## src/rtl/nic_host_agent.sv

```systemverilog
// Processor-side NIC agent: polls the NIC status registers, writes producer packets into the output buffer
// and reads arrived packets to a consumer. Optional packet counters are built when NIC_AGENT_CNT_EN is defined.
module nic_host_agent #(
  parameter int POLL_GAP = 4,
  parameter int CNT_W    = 16
) (
  input  logic             clk,
  input  logic             rst,
  input  logic             tx_valid,
  input  logic [63:0]      tx_pkt,
  output logic             tx_ready,
  output logic             rx_valid,
  output logic [63:0]      rx_pkt,
  input  logic             rx_ready,
  output logic [1:0]       nic_addr,
  output logic             nic_en,
  output logic             nic_wr_en,
  output logic [63:0]      nic_d_out,
  input  logic [63:0]      nic_d_in,
  output logic [CNT_W-1:0] tx_cnt,
  output logic [CNT_W-1:0] rx_cnt
);

  localparam int              BO_W    = (POLL_GAP > 0) ? $clog2(POLL_GAP + 1) : 1;
  localparam logic [BO_W-1:0] BO_LOAD = BO_W'(POLL_GAP);

  typedef enum logic [2:0] {
    IDLE, TX_POLL, TX_CHK, TX_WRITE, RX_POLL, RX_CHK, RX_READ, RX_CAP
  } state_e;

  typedef enum logic {TURN_TX, TURN_RX} turn_e;

  state_e          state_q, state_d;
  turn_e           turn_q, turn_d;
  logic [BO_W-1:0] tx_bo_q, tx_bo_d;
  logic [BO_W-1:0] rx_bo_q, rx_bo_d;
  logic            rx_valid_q, rx_valid_d;
  logic [63:0]     rx_pkt_q, rx_pkt_d;
  logic            tx_elig, rx_elig;

  always_comb begin
    // NOTE: every variable written here gets a default first, so no latch is inferred.
    state_d    = state_q;
    turn_d     = turn_q;
    tx_bo_d    = (tx_bo_q != '0) ? tx_bo_q - BO_W'(1) : tx_bo_q;
    rx_bo_d    = (rx_bo_q != '0) ? rx_bo_q - BO_W'(1) : rx_bo_q;
    rx_valid_d = rx_valid_q & ~rx_ready;
    rx_pkt_d   = rx_pkt_q;
    tx_elig    = tx_valid && (tx_bo_q == '0);
    rx_elig    = !rx_valid_q && (rx_bo_q == '0);

    unique case (state_q)
      IDLE: begin
        if (tx_elig && (!rx_elig || turn_q == TURN_TX)) state_d = TX_POLL;
        else if (rx_elig)                                state_d = RX_POLL;
      end
      TX_POLL: state_d = TX_CHK;
      TX_CHK: begin
        if (nic_d_in[0]) begin
          tx_bo_d = BO_LOAD;
          turn_d  = TURN_RX;
          state_d = IDLE;
        end else begin
          state_d = TX_WRITE;
        end
      end
      TX_WRITE: begin
        turn_d  = TURN_RX;
        state_d = IDLE;
      end
      RX_POLL: state_d = RX_CHK;
      RX_CHK: begin
        if (nic_d_in[0]) begin
          state_d = RX_READ;
        end else begin
          rx_bo_d = BO_LOAD;
          turn_d  = TURN_TX;
          state_d = IDLE;
        end
      end
      RX_READ: state_d = RX_CAP;
      RX_CAP: begin
        rx_pkt_d   = nic_d_in;
        rx_valid_d = 1'b1;
        turn_d     = TURN_TX;
        state_d    = IDLE;
      end
      default: state_d = IDLE;
    endcase
  end

  always_ff @(posedge clk) begin
    // NOTE: non-blocking assignments for every flop, so all of them update from pre-edge values.
    if (!rst) begin
      state_q    <= IDLE;
      turn_q     <= TURN_TX;
      tx_bo_q    <= '0;
      rx_bo_q    <= '0;
      rx_valid_q <= 1'b0;
      rx_pkt_q   <= '0;
    end else begin
      state_q    <= state_d;
      turn_q     <= turn_d;
      tx_bo_q    <= tx_bo_d;
      rx_bo_q    <= rx_bo_d;
      rx_valid_q <= rx_valid_d;
      rx_pkt_q   <= rx_pkt_d;
    end
  end

  // NIC strobes depend on the state register alone; reset masks them in the same cycle.
  always_comb begin
    nic_en    = 1'b0;
    nic_wr_en = 1'b0;
    nic_addr  = 2'b00;
    nic_d_out = '0;
    tx_ready  = 1'b0;
    unique case (state_q)
      TX_POLL:  begin nic_en = 1'b1; nic_addr = 2'b11; end
      TX_WRITE: begin
        nic_en    = 1'b1;
        nic_wr_en = 1'b1;
        nic_addr  = 2'b10;
        nic_d_out = tx_pkt;
        tx_ready  = 1'b1;
      end
      RX_POLL:  begin nic_en = 1'b1; nic_addr = 2'b01; end
      RX_READ:  begin nic_en = 1'b1; nic_addr = 2'b00; end
      default:  ;
    endcase
    if (!rst) begin
      nic_en    = 1'b0;
      nic_wr_en = 1'b0;
      nic_addr  = 2'b00;
      nic_d_out = '0;
      tx_ready  = 1'b0;
    end
  end

  assign rx_valid = rx_valid_q & rst;
  assign rx_pkt   = rst ? rx_pkt_q : '0;

`ifdef NIC_AGENT_CNT_EN
  logic [CNT_W-1:0] tx_cnt_q, tx_cnt_d;
  logic [CNT_W-1:0] rx_cnt_q, rx_cnt_d;

  always_comb begin
    tx_cnt_d = tx_cnt_q + CNT_W'(state_q == TX_WRITE);
    rx_cnt_d = rx_cnt_q + CNT_W'(state_q == RX_CAP);
  end

  always_ff @(posedge clk) begin
    if (!rst) begin
      tx_cnt_q <= '0;
      rx_cnt_q <= '0;
    end else begin
      tx_cnt_q <= tx_cnt_d;
      rx_cnt_q <= rx_cnt_d;
    end
  end

  assign tx_cnt = rst ? tx_cnt_q : '0;
  assign rx_cnt = rst ? rx_cnt_q : '0;
`else
  assign tx_cnt = '0;
  assign rx_cnt = '0;
`endif

endmodule

```

## config.mk

```make
export PLATFORM = sky130hd
export DESIGN_NAME = nic_host_agent
export DESIGN_NICKNAME = d
export VERILOG_FILES = /design/src/rtl/nic_host_agent.sv
export SDC_FILE = /design/constraint.sdc
export NUM_CORES = 1
export LEC_CHECK = 0
export CORE_ASPECT_RATIO = 0.5
export CORE_UTILIZATION = 36
export CTS_CLUSTER_SIZE = 25
export DETAILED_ROUTE_END_ITERATION = 7
export GPL_ROUTABILITY_DRIVEN = 0
export PLACE_DENSITY = 0.95
export SLEW_MARGIN = 15
export SYNTH_ARGS = -nofsm -noshare
export SYNTH_HDL_FRONTEND = slang
export SYNTH_SLANG_ARGS = --single-unit
```

## constraint.sdc

```tcl
create_clock -name clk -period 2.2 [get_ports clk]
set_input_delay 0.44 -clock clk [delete_from_list [all_inputs] [get_ports clk]]
set_output_delay 0.44 -clock clk [all_outputs]
set_load 0.005 [all_outputs]
```

* Yosys cells after proc, flatten, opt, wreduce, memory -nomap -nowiden
Index checks and enable logic that the tools add are counted.
** Storage, ports and cells
- Logic and storage cells :: 61
- Input bits :: 132
- Register bits :: 75
** Cells by class
- Reductions and logical operators :: 15
- Bitwise gates (word level) :: 4
- Multiplexer cells :: 24
- Equal/unequal tests :: 10
- $add $sub $neg :: 2
** Operators with widths (count)
- 64-bit 2-to-1 mux :: 3
- 3-bit 2-to-1 mux :: 9
- 3-bit one-hot mux with 7 select lines :: 1
- 3-bit equality test (second input constant) :: 4
- 3-bit zero test :: 3
- 1-bit 2-to-1 mux :: 7
- 3-bit by 2-bit equality test with 1-bit output (second input constant) :: 2
- 2-bit one-hot mux with 3 select lines :: 1
- 3-bit nonzero test :: 2
- 3-bit by 1-bit subtractor with 3-bit output (second input constant) :: 2
- 2-bit 2-to-1 mux :: 2
- 2-bit inequality test (second input constant) :: 2
- 1-bit one-hot mux with 4 select lines :: 1
- 4-bit nonzero test :: 1
- 4-bit OR reduction :: 1
- 3-bit by 1-bit equality test with 1-bit output (second input constant) :: 1
- 1-bit logical AND :: 3
- 3-bit inequality test (second input constant) :: 1
- 3-bit AND reduction :: 1
- 1-bit bitwise AND :: 2
- 1-bit zero test :: 2
- 1-bit NOT :: 2
- 2-bit OR reduction :: 1
- 1-bit logical OR :: 1

* Logic depth before layout (Yosys ltp)
- Word-level depth :: 7
- Mapped depth :: 5
- Gate-level depth less buffers :: 5

* Least setup slack after synthesis
No wires, ideal clock.
- Kind :: input-to-output
- Start :: in rst
- End :: out nic_d_out[10]
- Stages on the path :: 5
- Required time :: 1760 ps
- Arrival :: 1196 ps
- Slack :: 564 ps
- Path through :: nor2b_1 -> and3_1 -> buf_2 -> buf_2 -> and2_1
** On the way
- Cells in the longest elaborated chain, start to end :: 1
** RTL lines
- start: declaration :: line 8 : input logic rst,
- 64-bit 2-to-1 mux :: line 131 : if (!rst) begin
- end: declaration :: line 18 : output logic [63:0] nic_d_out,
No other way between the ends.

* Final worst setup path
- Start :: reg state_q[2]
- End :: out nic_d_out[15]
** On the way
- Cells in the longest elaborated chain, start to end :: 3
** RTL lines
- start: declaration :: line 33 : state_e state_q, state_d;
- start signal: assignment :: line 102 : state_q <= state_d;
- 3-bit by 2-bit equality test with 1-bit output :: line 118 : unique case (state_q)
- 64-bit 2-to-1 mux :: line 118
- 64-bit 2-to-1 mux :: line 131
No other way between the ends.

==> reports/results.ini <==
[run_status]
outcome=complete, no violations

[grt]
track_usage_pct=23.2
grt_pass1_wl_um=19700
gr-total-overflow=0
grt_max_degree=65
grt_pass1_vias=3970
antenna_found_initial=0

[logic_synthesis]
synthesis.area_um2=3720
syn_inst=522
yosys.cell_types.count=31
ys_seq_elements=75
avgSynthCellArea_um2=7.13
yosysWarnings=0
ys_seq_area_share_pct=40.3

[power]
vdd_drop_max_uv=427
power_density_nw_per_um2=559
swShare_pct=26.4
p_leak_nw=3.77
power_frac_clock_pct=35.0
internal_power_w=0.00283
p_sw_w=0.00101
sequentialPowerShare_pct=39.8
combPwrFrac_pct=25.2

[place]
portBuffers=265
postPlaceCellArea_um2=6480
dp.cells=916
hpwl_um=9940
place_ws_ns=-0.106

[route]
wl_um=13500
avgRoutedWirePerCell_um=14.4
drt_first_pass_iters=4
route.detailed.drc=0
drt.antenna.violating_nets=0
drtIter0Drc=207
vias_per_cell=4.49
vias=4223

[worst_setup_path]
worstSetupPathType=reg -> out
r2r-end=rx_pkt_q[52]
critical_path_required_ns=1.76
end_kind=primary output
reg2reg_from=state_q[2]
startpoint=state_q[2]
cp_max_fo=16
reg2regPathDepth=5
crit_end=nic_d_out[15]
r2r_slack_ns=0.73
worstPathArrival_ns=1.74
start_kind=flop

[cells_and_area]
syn2layout_area_growth_pct=84.7
layout-drive-gt1-share_pct=6.82
final_common_cell=clkdlybuf4s50_1
num_antenna_cells=0
final_cells=941
mostFrequentLayoutCells=clkdlybuf4s50_1, dfxtp_1, nor2_1, inv_1, nand2_1
fill_cells=760
final_area_um2=6870
nNetsFinal=937
utilization_pct=70.7

[sta]
period_minus_slack_ns=2.18
relSlewSlack_pct=55.0
setup_violations=0
min_period_over_period_pct=99.1
hold_viol_final=0
worst_slew_pin_slew_ns=0.675
max_freq_ghz=0.459
slew_violations=0
finClkSkew_ns=0.00660
layout_setup_ws_ns=0.0206

[hold_path]
hp-class=reg -> reg
hp-start=rx_pkt_q[23]

[clock_network]
clk_latency_ns=0.32
cts_max_path_buffers=2
cts_max_level=3
cts-root-buf=clkbuf_16
cts_tree=done
clk_pin_slew_ns=0.06
cts_made_buffers=9
clock_sinks=75

[floorplan]
ios=298
die_h_um=73.9
dieArea_um2=10800
num_rows=25
start_util_pct=38.3
core_area_um2=9730
die_w_um=146

[job]
drv_cap=0

sequential cells by signal (all words and copies together) (netlist names):
name	count
state_q	3
rx_pkt_q	64
tx_bo_q	3
rx_valid_q	1
rx_bo_q	3
turn_q	1
worst max-delay path: stages, from the launching register on:
cell and delay (ns):
dfxtp_2 0.33, nor2b_2 0.14, and3_4 0.25, buf_4 0.15, clkbuf_16 0.16, and2_1 0.14
dlygate4sd2_1 0.25
cell families (layout without fill, tap and decap cells):
family,Yosys count,count (layout),synth area share (%)
DFF,75,75,40.3
xor gates and xnor gates,3,3,0.706
muxes,2,2,0.538
adders and majority gates,4,4,1.35
and+or+nand+nor,225,225,28.7
buffers and inverters,136,389,17.7
other,1,32,0.101
AOI/OAI and AO/OA,76,76,10.6
what timing repair did:
item,CTS,global route
setup buffers,2,3
resized for setup,67,9
pin swaps,0,1
gates cloned,2,2
endpoints found under the setup margin,66,8
hold buffers,0,0
synth_stat cells:
library cell / instances / share of area (%)
clkbuf_1: 10 / 1.0
o21ai_0: 3 / 0.40
dfxtp_1: 75 / 40
inv_1: 72 / 7.3
o21a_1: 1 / 0.20
buf_1: 3 / 0.30
nand3_2: 1 / 0.27
nand2b_1: 4 / 0.67
nand4b_1: 1 / 0.24
nand2_1: 69 / 7.0
and3_1: 2 / 0.34
conb_1: 1 / 0.10
nand3b_1: 1 / 0.20
xnor2_1: 2 / 0.47
xor2_1: 1 / 0.24
o311a_1: 1 / 0.27
a211oi_1: 2 / 0.40
ha_1: 4 / 1.3
nor2_1: 73 / 7.4
nand4_1: 1 / 0.17
nand3_1: 2 / 0.27
nor4bb_1: 1 / 0.27
buf_4: 33 / 6.7
nand4bb_1: 2 / 0.61
and2_1: 65 / 11
a21oi_1: 68 / 9.1
nor2b_1: 1 / 0.17
buf_2: 18 / 2.4
mux2i_1: 2 / 0.54
nor3_1: 2 / 0.27
o22ai_1: 1 / 0.17
stage by stage:
stage               power [W]  hold slack [ns]  setup TNS [ns]
detailed placement    0.00247            0.451           -4.11
floorplan             0.00203            0.438               0
global placement      0.00241            0.444           -1.46
CTS                   0.00383            0.458          -0.461
finish                0.00384            0.457               0
global route          0.00403            0.480          -0.126
per-layer routing:
metal | share of wire, % | track usage, % | vias up | wire [µm]
met1 | 40 | 26.6 | 1937 | 5350
met2 | 52 | 42.6 | 171 | 7010
li1 | - | - | 2075 | -
met3 | 5.1 | 4.72 | 40 | 690
met5 | 0 | 0 | - | 0
met4 | 3.6 | 11.1 | 0 | 481
how the worst min path moves through the flow:
stage,slack (ns),end,depth (start not counted)
global placement,0.44,rx_pkt_q[2],2
finish,0.46,rx_pkt_q[23],2
floorplan,0.44,rx_pkt_q[0],2
CTS,0.46,rx_pkt_q[6],2
detailed placement,0.45,rx_pkt_q[6],2
global route,0.48,rx_pkt_q[6],2
power groups by stage:
| stage | registers (W) | logic [W] | clock network, W |
|---|---|---|---|
| after floorplan | 0.00153 | 0.000505 | 0 |
| after global placement | 0.00154 | 0.000871 | 0 |
| after detailed placement | 0.00155 | 0.000921 | 0 |
| after CTS | 0.00152 | 0.000935 | 0.00137 |
| after global routing | 0.00154 | 0.00104 | 0.00145 |
| final | 0.00153 | 0.000968 | 0.00135 |
area by class of cell:
class	instances	area, µm²	area share (%)
repair buffers	301	2960	43.1
multi-input cells	342	1690	24.6
flip-flops and latches	75	1500	21.9
inverters	72	270	3.93
clock buffers	14	264	3.84
well taps	135	169	2.46
clock inverters	2	10.0	0.146
Power figures use the tool's default switching activity.
